--- src/rtl/tmp_pkg.sv ---
// Shared types and constants for the test-mode-persistence (TMP) controller.
package tmp_pkg;

  localparam int unsigned CNT_W                  = 8;
  localparam int unsigned RELEASE_CYCLES_DEFAULT = 4;

  typedef enum logic [1:0] {
    OFF       = 2'd0,
    ARMED     = 2'd1,
    ON        = 2'd2,
    RELEASING = 2'd3
  } tmp_fsm_e;

endpackage : tmp_pkg

--- src/rtl/tmp_controller.sv ---
// TMP controller: holds test mode on across TAP resets until a clamp release
// has been followed by RELEASE_CYCLES Run-Test/Idle cycles.
module tmp_controller
  import tmp_pkg::*;
#(
  parameter int unsigned RELEASE_CYCLES = RELEASE_CYCLES_DEFAULT
) (
  input  logic TCK,
  input  logic TRST,
  input  logic test_logic_reset,
  input  logic run_test_idle,
  input  logic update_ir,
  input  logic clamp_hold_sel,
  input  logic clamp_release_sel,
  input  logic bypass_escape,
  output logic tmp_state,
  output logic release_busy,
  output logic escape_used
);

  localparam logic [CNT_W-1:0] LAST_CNT = CNT_W'(RELEASE_CYCLES - 1);

  tmp_fsm_e         r_state;
  tmp_fsm_e         w_state_nxt;
  logic [CNT_W-1:0] r_count;
  logic [CNT_W-1:0] w_count_nxt;
  logic             r_escape_used;
  logic             w_escape_nxt;
  logic             r_tmp_state;
  logic             r_release_busy;

  // State, counter and output registers; outputs are loaded from next state
  always_ff @(posedge TCK or negedge TRST) begin
    if (!TRST) begin
      r_state        <= OFF;
      r_count        <= '0;
      r_escape_used  <= 1'b0;
      r_tmp_state    <= 1'b0;
      r_release_busy <= 1'b0;
    end else begin
      r_state        <= w_state_nxt;
      r_count        <= w_count_nxt;
      r_escape_used  <= w_escape_nxt;
      r_tmp_state    <= (w_state_nxt == ON) || (w_state_nxt == RELEASING);
      r_release_busy <= (w_state_nxt == RELEASING);
    end
  end

  // Next state; priority is test_logic_reset > update_ir > run_test_idle
  always_comb begin
    w_state_nxt  = r_state;
    w_count_nxt  = r_count;
    w_escape_nxt = r_escape_used;

    unique case (r_state)
      OFF: begin
        if (!test_logic_reset && update_ir && clamp_hold_sel) w_state_nxt = ARMED;
      end
      ARMED: begin
        if (test_logic_reset)                     w_state_nxt = OFF;
        else if (update_ir && !clamp_hold_sel)    w_state_nxt = OFF;
        else if (!update_ir && run_test_idle)     w_state_nxt = ON;
      end
      ON: begin
        if (test_logic_reset) begin
          if (bypass_escape) w_escape_nxt = 1'b1;
          else               w_state_nxt  = OFF;
        end else if (update_ir && clamp_release_sel && !clamp_hold_sel) begin
          w_state_nxt = RELEASING;
          w_count_nxt = '0;
        end
      end
      RELEASING: begin
        if (test_logic_reset) begin
          w_state_nxt = OFF;
        end else if (update_ir) begin
          if (clamp_hold_sel) w_state_nxt = ON;
        end else if (run_test_idle) begin
          if (r_count == LAST_CNT) w_state_nxt = OFF;
          else                     w_count_nxt = r_count + CNT_W'(1);
        end
      end
      default: w_state_nxt = OFF;
    endcase

    // Counter rests at zero outside a release; entering OFF drops the escape flag
    if (w_state_nxt != RELEASING) w_count_nxt  = '0;
    if (w_state_nxt == OFF)       w_escape_nxt = 1'b0;
  end

  assign tmp_state    = r_tmp_state;
  assign release_busy = r_release_busy;
  assign escape_used  = r_escape_used;

endmodule : tmp_controller

--- config.mk ---
export PLATFORM = sky130hd
export DESIGN_NAME = tmp_controller
export DESIGN_NICKNAME = d
export VERILOG_FILES = /design/src/rtl/tmp_pkg.sv /design/src/rtl/tmp_controller.sv
export SDC_FILE = /design/constraint.sdc
export NUM_CORES = 1
export LEC_CHECK = 0
export CAP_MARGIN = 20
export CORE_MARGIN = 1.5
export CORE_UTILIZATION = 55
export CTS_BUF_LIST = sky130_fd_sc_hd__clkbuf_8
export DETAILED_ROUTE_END_ITERATION = 7
export HOLD_SLACK_MARGIN = 0.05
export PLACE_DENSITY = 0.8
export SLEW_MARGIN = 20
export SYNTH_ARGS = -nofsm -noshare
export SYNTH_HDL_FRONTEND = slang
export SYNTH_SLANG_ARGS = --single-unit
--- constraint.sdc ---
create_clock -name TCK -period 2.8 [get_ports TCK]
set_input_delay 0.7 -clock TCK [delete_from_list [all_inputs] [get_ports TCK]]
set_output_delay 0.7 -clock TCK [all_outputs]
set_load 0.005 [all_outputs]
### Yosys cells after proc, flatten, opt, wreduce, memory -nomap -nowiden

Index checks and enable logic that the tools add are counted.

* $add $sub $neg: 1
* multiply operators: 0
* divide/modulo/power cells: 0
* $lt $le $gt $ge: 0
* eq/ne operators: 13
* shift-type cells: 0
* muxes and demuxes: 25
* bitwise logic cells: 0
* reductions and logical operators: 18

Operator list (number)
* 8-bit 2-to-1 mux: 7
* 2-bit 2-to-1 mux: 12
* 3-bit != test (second input constant): 6
* 8-bit one-hot mux with 2 select lines: 1
* 8-bit by 1-bit adder with 8-bit output (second input constant): 1
* 2-bit equality test (second input constant): 4
* 8-bit by 2-bit equality test with 1-bit output (second input constant): 1
* 2-bit one-hot mux with 4 select lines: 1
* 7-bit AND reduction: 1
* 1-bit logical AND: 6
* 2-bit nonzero test: 3
* 2-bit zero test: 2
* 1-bit 2-to-1 mux: 4
* 1-bit zero test: 3
* 3-bit AND reduction: 1
* 3-bit nonzero test: 1
* 2-bit by 1-bit equality test with 1-bit output (second input constant): 1
* 2-bit != test (second input constant): 1
* 1-bit logical OR: 1

* bits in registers: 13
* latch bits: 0
* memory bits (writable): 0
* memory bits (read-only): 0
* bits of input ports: 8
* output and inout port bits: 3
* word-level logic and storage cells: 62
* memories kept: 0

### Logic depth before layout (Yosys ltp)

Gate-level depths: netlist of run 1.

* word-level depth: 9
* gate-level depth with buffers: 5
* gate-level depth less buffers: 5

### Least setup slack after synthesis of run 1

OpenSTA, ideal clock, no wires.

* path type: input-to-reg
* start point: in test_logic_reset
* end point: reg r_count[5]
* library setup time: 0.083 ns
* arrival: 1.939 ns
* required time: 2.717 ns
* slack: 0.778 ns
* stages: 4
* buffers on the path: 0
* cell sequence: nor4bb_1 -> a22oi_1 -> or4_1 -> a21oi_1

* longest elaborated chain between the ends: 8
* elaborated cells between the ends (all ways): 18
* those cells by class: eq/ne (7); mux (6); reduce/logical (5)

Ends and longest elaborated chain
* start: declaration: RTL line tmp_controller.sv:10 `input logic test_logic_reset,`
* 1-bit zero test: RTL line tmp_controller.sv:57 `if (!test_logic_reset && update_ir && clamp_hold_sel) w_state_nxt = ARMED;`
* 1-bit logical AND (2 in a row): RTL line tmp_controller.sv:57
* 2-bit 2-to-1 mux: RTL line tmp_controller.sv:57
* 2-bit one-hot mux with 4 select lines: RTL line tmp_controller.sv:55 `unique case (r_state)`
* 2-bit != test: RTL line tmp_controller.sv:87 `if (w_state_nxt != RELEASING) w_count_nxt = '0;`
* 3-bit != test (no source line) or 3-bit nonzero test (tied branches)
* 7-bit AND reduction (no source line)
* end signal: assignment: RTL line tmp_controller.sv:42 `r_count <= w_count_nxt;`
* end: declaration: RTL line tmp_controller.sv:25 `logic [CNT_W-1:0] r_count;`

Several ways; a longest one is shown, not always the timed one.
A chain may end at the register's enable or synchronous reset.

### Worst setup path in the final report of run 1

* start point: in test_logic_reset
* end point: reg r_count[7]

The elaborated chain is that of the path after synthesis.

==> impl_metrics.csv, run 1 <==
group,metric,value,unit
routing,dr.pass1.iters,4,
cells_and_area,syn_to_final_growth,21.3,%
run_status,outcome,"finished, final reports clean",
grt,grt_pass1_wl,2780,µm
worst_setup_path,path_buf_inv,1,
floorplan,fp-row-count,13,
worst_setup_path,path_class,"input pin to flip-flop",
logic_synthesis,synth-seq-cells,13,
logic_synthesis,synthCells,80,
power_and_ir_drop,pwr-share-seq,49.7,%
floorplan,dieHeight,40.4,µm
cells_and_area,n_fill_cell,92,
clock_tree,cts_root_buf,"clkbuf_8",
clock_tree,cts_buffers,3,
power_and_ir_drop,ir_drop,305,µV
floorplan,die_w,40.4,µm
sta,finClkSkew,0.0102,ns
clock_tree,cts_tree,"done",
power_and_ir_drop,powerDensity,419,mW/mm²
run,cap_violations,0,
routing,drcViolationCount,0,
sta,fmax,408,MHz
logic_synthesis,yosys_most_used_dff,"dfrtp_1",
sta,period_share,87.6,%
cells_and_area,final_common_cell,"dfrtp_1",
logic_synthesis,ys_seq_area_share,42.3,%
worst_setup_path,worstSetupStartpointType,"input pin",
sta,hold_viol,0,
worst_hold_path,hold_class,"flip-flop to flip-flop",
floorplan,core,0.00130,mm²
worst_setup_path,crit_family,"simple AND/OR/NAND/NOR gates",
floorplan,die-area,0.00163,mm²
worst_setup_path,crit_fanout,8,
logic_synthesis,yosysWarnings,0,
place,gp_congestion,0.879,
clock_tree,clkTransAtPathRegs,0.06,ns
sta,worst_slew_pin_slew,0.723,ns
worst_setup_path,cp_cell_sequence,"clkdlybuf4s50_1 > nor4bb_1 > a22oi_1 > or4_1 > a21oi_1",
power_and_ir_drop,internal_power,0.000306,W
grt,grt_pass1_vias,625,
clock_tree,hold_buffers,0,
grt,grt_max_degree,14,
logic_synthesis,avgSynthCellArea,9.60,µm²
logic_synthesis,syn_nets,89,
cells_and_area,final_cell_mix,"dfrtp_1, clkdlybuf4s50_1, a21oi_1",
logic_synthesis,synthArstFlopShare,100,%
logic_synthesis,yosys-top-cells-area,"dfrtp_1, a21oi_1, a211o_1",
routing,vias_per_cell,6.68,
clock_tree,clock_latency,0.25,ns
routing,ant_nets,0,
power_and_ir_drop,p_switching,0.0000852,W
logic_synthesis,synth_top_area_share,42.3,%
sta,drv_slew,0,
worst_setup_path,critPathSlowestCell,"or4_1",
grt,grt_overflow_total,0,
logic_synthesis,ys_types,33,
sta,tns,0,ns
worst_setup_path,end_kind,"flip-flop",
place,hpwl,1260,µm
worst_setup_path,crit_arrival,2.62,ns
floorplan,io-pin-count,11,
routing,via_count,721,
power_and_ir_drop,combPwrFrac,8.4,%
power_and_ir_drop,power.leakage,0.370,nW
clock_tree,cts_resized,0,
power_and_ir_drop,power,0.000391,W
clock_tree,cts_setup_buffers,0,
grt,antenna_found_initial,0,
clock_tree,cts_max_level,1,
routing,wire_per_inst,16.0,µm
place,portBuffers,10,
sta,rsz0062_at_grt,"false",
routing,drtIter0Drc,13,
grt,grt_usage,26.2,%
logic_synthesis,synth_edf_count,0,
worst_setup_path,crit_required,2.96,ns
logic_synthesis,synth.largest_area_cell,"dfrtp_1",
sta,relSlewSlack,51.1,%
floorplan,initial_utilization,59.0,%
worst_setup_path,cpPeakStageDelay,0.53,ns
clock_tree,clockBufferDepth,2,
routing,drt-total-wl,1720,µm
sta,setup-violations-final,0,
power_and_ir_drop,pwr-share-clk,41.9,%
cells_and_area,antenna_cells,0,
cells_and_area,layout.nets,103,
cells_and_area,drive_gt1_share,9.68,%
power_and_ir_drop,switching_share,21.8,%
logic_synthesis,syn-cell-area,768,µm²
sta,finalCriticalPeriod,2.45,ns
clock_tree,clkSinkCount,13,
path summary, 6_finish.rpt:
| path | startpoint | end | slack [ns] | cells past startpoint |
|---|---|---|---|---|
| min in group asynchronous | TRST | tmp_state$_DFF_PN0_ | 0.81 | 1 |
| max | test_logic_reset | r_count[7]$_DFFE_PN0P_ | 0.35 | 5 |
| max reg2reg | r_count[5]$_DFFE_PN0P_ | r_count[1]$_DFFE_PN0P_ | 0.68 | 4 |
| min | escape_used$_DFFE_PN0P_ | escape_used$_DFFE_PN0P_ | 0.52 | 1 |
| max in group asynchronous | TRST | r_state[1]$_DFF_PN0_ | 1.61 | 1 |
| min reg2reg | escape_used$_DFFE_PN0P_ | escape_used$_DFFE_PN0P_ | 0.52 | 1 |
layer usage:
metal	part of all wire, %	GRT usage [%]	vias to the layer above
met5	0	0	-
met4	0.93	5.00	0
met3	4.0	10.0	3
met2	49	42.9	17
met1	46	32.5	352
li1	-	-	349
Yosys cell counts (2+ instances only):
master and number:
nand4_1 4, a21oi_1 8, dfrtp_1 13, o21ai_0 2, o22ai_1 2, inv_1 2
nand3_1 5, or4_4 2, o31ai_1 2, nand2b_1 3, a21o_1 2, a211o_1 3
nor2b_1 3, o22a_1 2, clkbuf_1 2, or4_1 2, nand2_1 6, o211ai_1 2
worst reg2reg max path, cell delays in order (launching register included):
cell and delay (ns):
dfrtp_1 0.43, or4_4 0.55, or4_4 0.53, nand4_1 0.34, o22ai_1 0.12
through the flow:
step	worst slack, ns	instances	util, %	hold slack (ns)	cell area, µm²
floorplan	0.778	80	-	0.404	768
global route	0.250	108	71.6	0.565	932
CTS	0.385	108	71.6	0.537	932
finish	0.348	108	71.6	0.523	932
detailed placement	0.144	104	68.2	0.527	887
global placement	0.243	104	68.2	0.498	887
layout make-up:
class,instances,area [µm²],share of cell area [%]
Timing Repair Buffer,11,108,11.5
Clock buffer,3,41.3,4.43
Sequential cell,13,325,34.9
Tap cell,15,18.8,2.01
Inverter,2,7.51,0.805
Multi-Input combinational cell,63,428,45.9
Clock inverter,1,3.75,0.403
kinds of logic after synthesis:
kind of cell | count (synthesis) | share of synthesized area, %
buffers and inverters | 4 | 1.96
adder cells (fa/ha/maj) | 1 | 1.63
AND/OR/NAND/NOR | 34 | 28.8
flip-flops | 13 | 42.3
AO/OA/AOI/OAI | 28 | 25.2
flip-flops by register name, indices dropped and copies added (netlist names):
register      count
r_count           8
r_state           2
escape_used       1
release_busy      1
tmp_state         1
power groups by stage:
stage | sequential, W | clock (W) | combinational, W
after detailed placement | 0.000197 | 0 | 0.0000327
after global routing | 0.000195 | 0.000174 | 0.0000363
after floorplan | 0.000195 | 0 | 0.0000129
after CTS | 0.000194 | 0.000166 | 0.0000328
final | 0.000194 | 0.000164 | 0.0000327
after global placement | 0.000197 | 0 | 0.0000322
No activity file was read; power rests on OpenSTA's default activity.
==> run 2, diff against run 1 <==
- PLACE_DENSITY: 0.8 -> 0.77
- SKIP_CTS_REPAIR_TIMING: not set -> 1
==> run 2 against run 1 <==
Against the previous run: global-route usage decreased by 2.4 points; worst hold slack got worse by 0.0052 ns; via count decreased by 5.4%; power decreased by 0.42%; routed wire length decreased by 9.2%; maximum frequency decreased by 0.75%; clock-buffer cell count unchanged; sequential share of layout area unchanged; critical endpoint is now r_count[5]$_DFFE_PN0P_; largest power group unchanged; highest routed layer unchanged.
==> impl_metrics.csv, run 2 (synthesis gave the netlist of run 1 again) <==
group,metric,value,unit
run_status,outcome,"finished, final reports clean",
clock_tree,clock_latency,0.24,ns
grt,grt_overflow_total,0,
clock_tree,cts_buffers,3,
clock_tree,clkTransAtPathRegs,0.05,ns
worst_setup_path,crit_arrival,2.62,ns
floorplan,die-area,0.00163,mm²
sta,setup-violations-final,0,
place,hpwl,1140,µm
floorplan,io-pin-count,11,
clock_tree,cts_root_buf,"clkbuf_8",
sta,fmax,405,MHz
cells_and_area,syn_to_final_growth,21.3,%
routing,dr.pass1.iters,4,
grt,grt_pass1_wl,2550,µm
sta,relSlewSlack,51.7,%
cells_and_area,fin_util,71.6,%
grt,grt_usage,23.8,%
place,gp_congestion,0.842,
sta,hold_viol,0,
clock_tree,cts_tree,"done",
routing,via_count,682,
worst_setup_path,crit_required,2.95,ns
power_and_ir_drop,ir_drop,453,µV
grt,grt_max_degree,14,
worst_setup_path,path_class,"input pin to flip-flop",
cells_and_area,fin_area,932,µm²
worst_hold_path,hold_class,"flip-flop to flip-flop",
sta,period_share,88.2,%
cells_and_area,top_register,"r_count",
worst_setup_path,end_kind,"flip-flop",
sta,finClkSkew,0.00161,ns
floorplan,dieHeight,40.4,µm
cells_and_area,layout.nets,103,
floorplan,die_w,40.4,µm
clock_tree,clockBufferDepth,2,
cells_and_area,top_regs,"r_count: 8 flops, r_state: 2 flops",
cells_and_area,final_cells,108,
sta,worst_slew_pin_slew,0.713,ns
routing,drcViolationCount,0,
routing,drt-total-wl,1570,µm
sta,rsz0062_at_grt,"false",
grt,grt_pass1_vias,607,
clock_tree,clkSinkCount,13,
cells_and_area,largest_register_ffs,8,
power_and_ir_drop,power.leakage,0.369,nW
sta,drv_slew,0,
cells_and_area,drive_gt1_share,9.68,%
floorplan,fp-row-count,13,
run,cap_violations,0,
floorplan,initial_utilization,59.0,%
cells_and_area,final_cell_mix,"dfrtp_1, clkdlybuf4s50_1, a21oi_1",
sta,tns,0,ns
clock_tree,cts_max_level,1,
routing,wire_per_inst,14.5,µm
worst_setup_path,crit_fanout,6,
routing,drtIter0Drc,9,
cells_and_area,final_common_cell,"dfrtp_1",
cells_and_area,antenna_cells,0,
place,dpl_cell_area,887,µm²
place,place_inst,104,
place,portBuffers,10,
routing,ant_nets,0,
routing,vias_per_cell,6.31,
power_and_ir_drop,powerDensity,418,mW/mm²
sta,finalCriticalPeriod,2.47,ns
grt,antenna_found_initial,0,
worst_setup_path,worstSetupStartpointType,"input pin",
floorplan,core,0.00130,mm²
[run 2: cell counts in the layout (fill, tap and decap cells not counted)]
Identical to the previous run, type by type.
[run 2: worst max-delay path: stages]
cell             delay (ns)
clkdlybuf4s50_1        0.53
nor4bb_1               0.43
a22oi_1                0.26
or4_1                  0.53
a21oi_1                0.17
[run 2: final cells by class]
| type | instances | area [µm²] |
|---|---|---|
| timing repair buffer | 11 | 108 |
| multi-input combinational | 63 | 428 |
| sequential | 13 | 325 |
| clock inverter | 1 | 3.75 |
| tap | 15 | 18.8 |
| clock buffer | 3 | 41.3 |
| fill | 107 | 369 |
| inverter | 2 | 7.51 |
[run 2: power by group]
group | internal, W | switching (W) | total (W)
sequential | 0.000191 | 0.00000346 | 0.000194
clock | 0.0000968 | 0.0000657 | 0.000163
combinational | 0.0000186 | 0.0000140 | 0.0000326
[run 2: per-layer routing]
layer / global-route usage, % / up-vias / wire length [µm]
met5: 0 / - / 0
met4: 5.00 / 0 / 12
met3: 5.00 / 2 / 47
met2: 36.9 / 10 / 707
met1: 33.6 / 327 / 798
li1: - / 343 / -
[run 2: worst paths after layout]
check	startpoint	endpoint	slack (ns)	cells past startpoint
min	escape_used$_DFFE_PN0P_	escape_used$_DFFE_PN0P_	0.52	1
min reg2reg	escape_used$_DFFE_PN0P_	escape_used$_DFFE_PN0P_	0.52	1
min in group asynchronous	TRST	escape_used$_DFFE_PN0P_	0.83	1
max reg2reg	r_count[6]$_DFFE_PN0P_	escape_used$_DFFE_PN0P_	0.67	4
max in group asynchronous	TRST	r_count[3]$_DFFE_PN0P_	1.60	1
max	update_ir	r_count[5]$_DFFE_PN0P_	0.33	5
[run 2: through the flow]
step / hold WS [ns] / power [W] / worst slack [ns]
2_1_floorplan: 0.404 / 0.000208 / 0.778
3_3_place_gp: 0.494 / 0.000230 / 0.196
3_5_place_dp: 0.502 / 0.000230 / 0.109
4_1_cts: 0.515 / 0.000393 / 0.352
5_1_grt: 0.545 / 0.000405 / 0.225
6_report: 0.518 / 0.000389 / 0.329
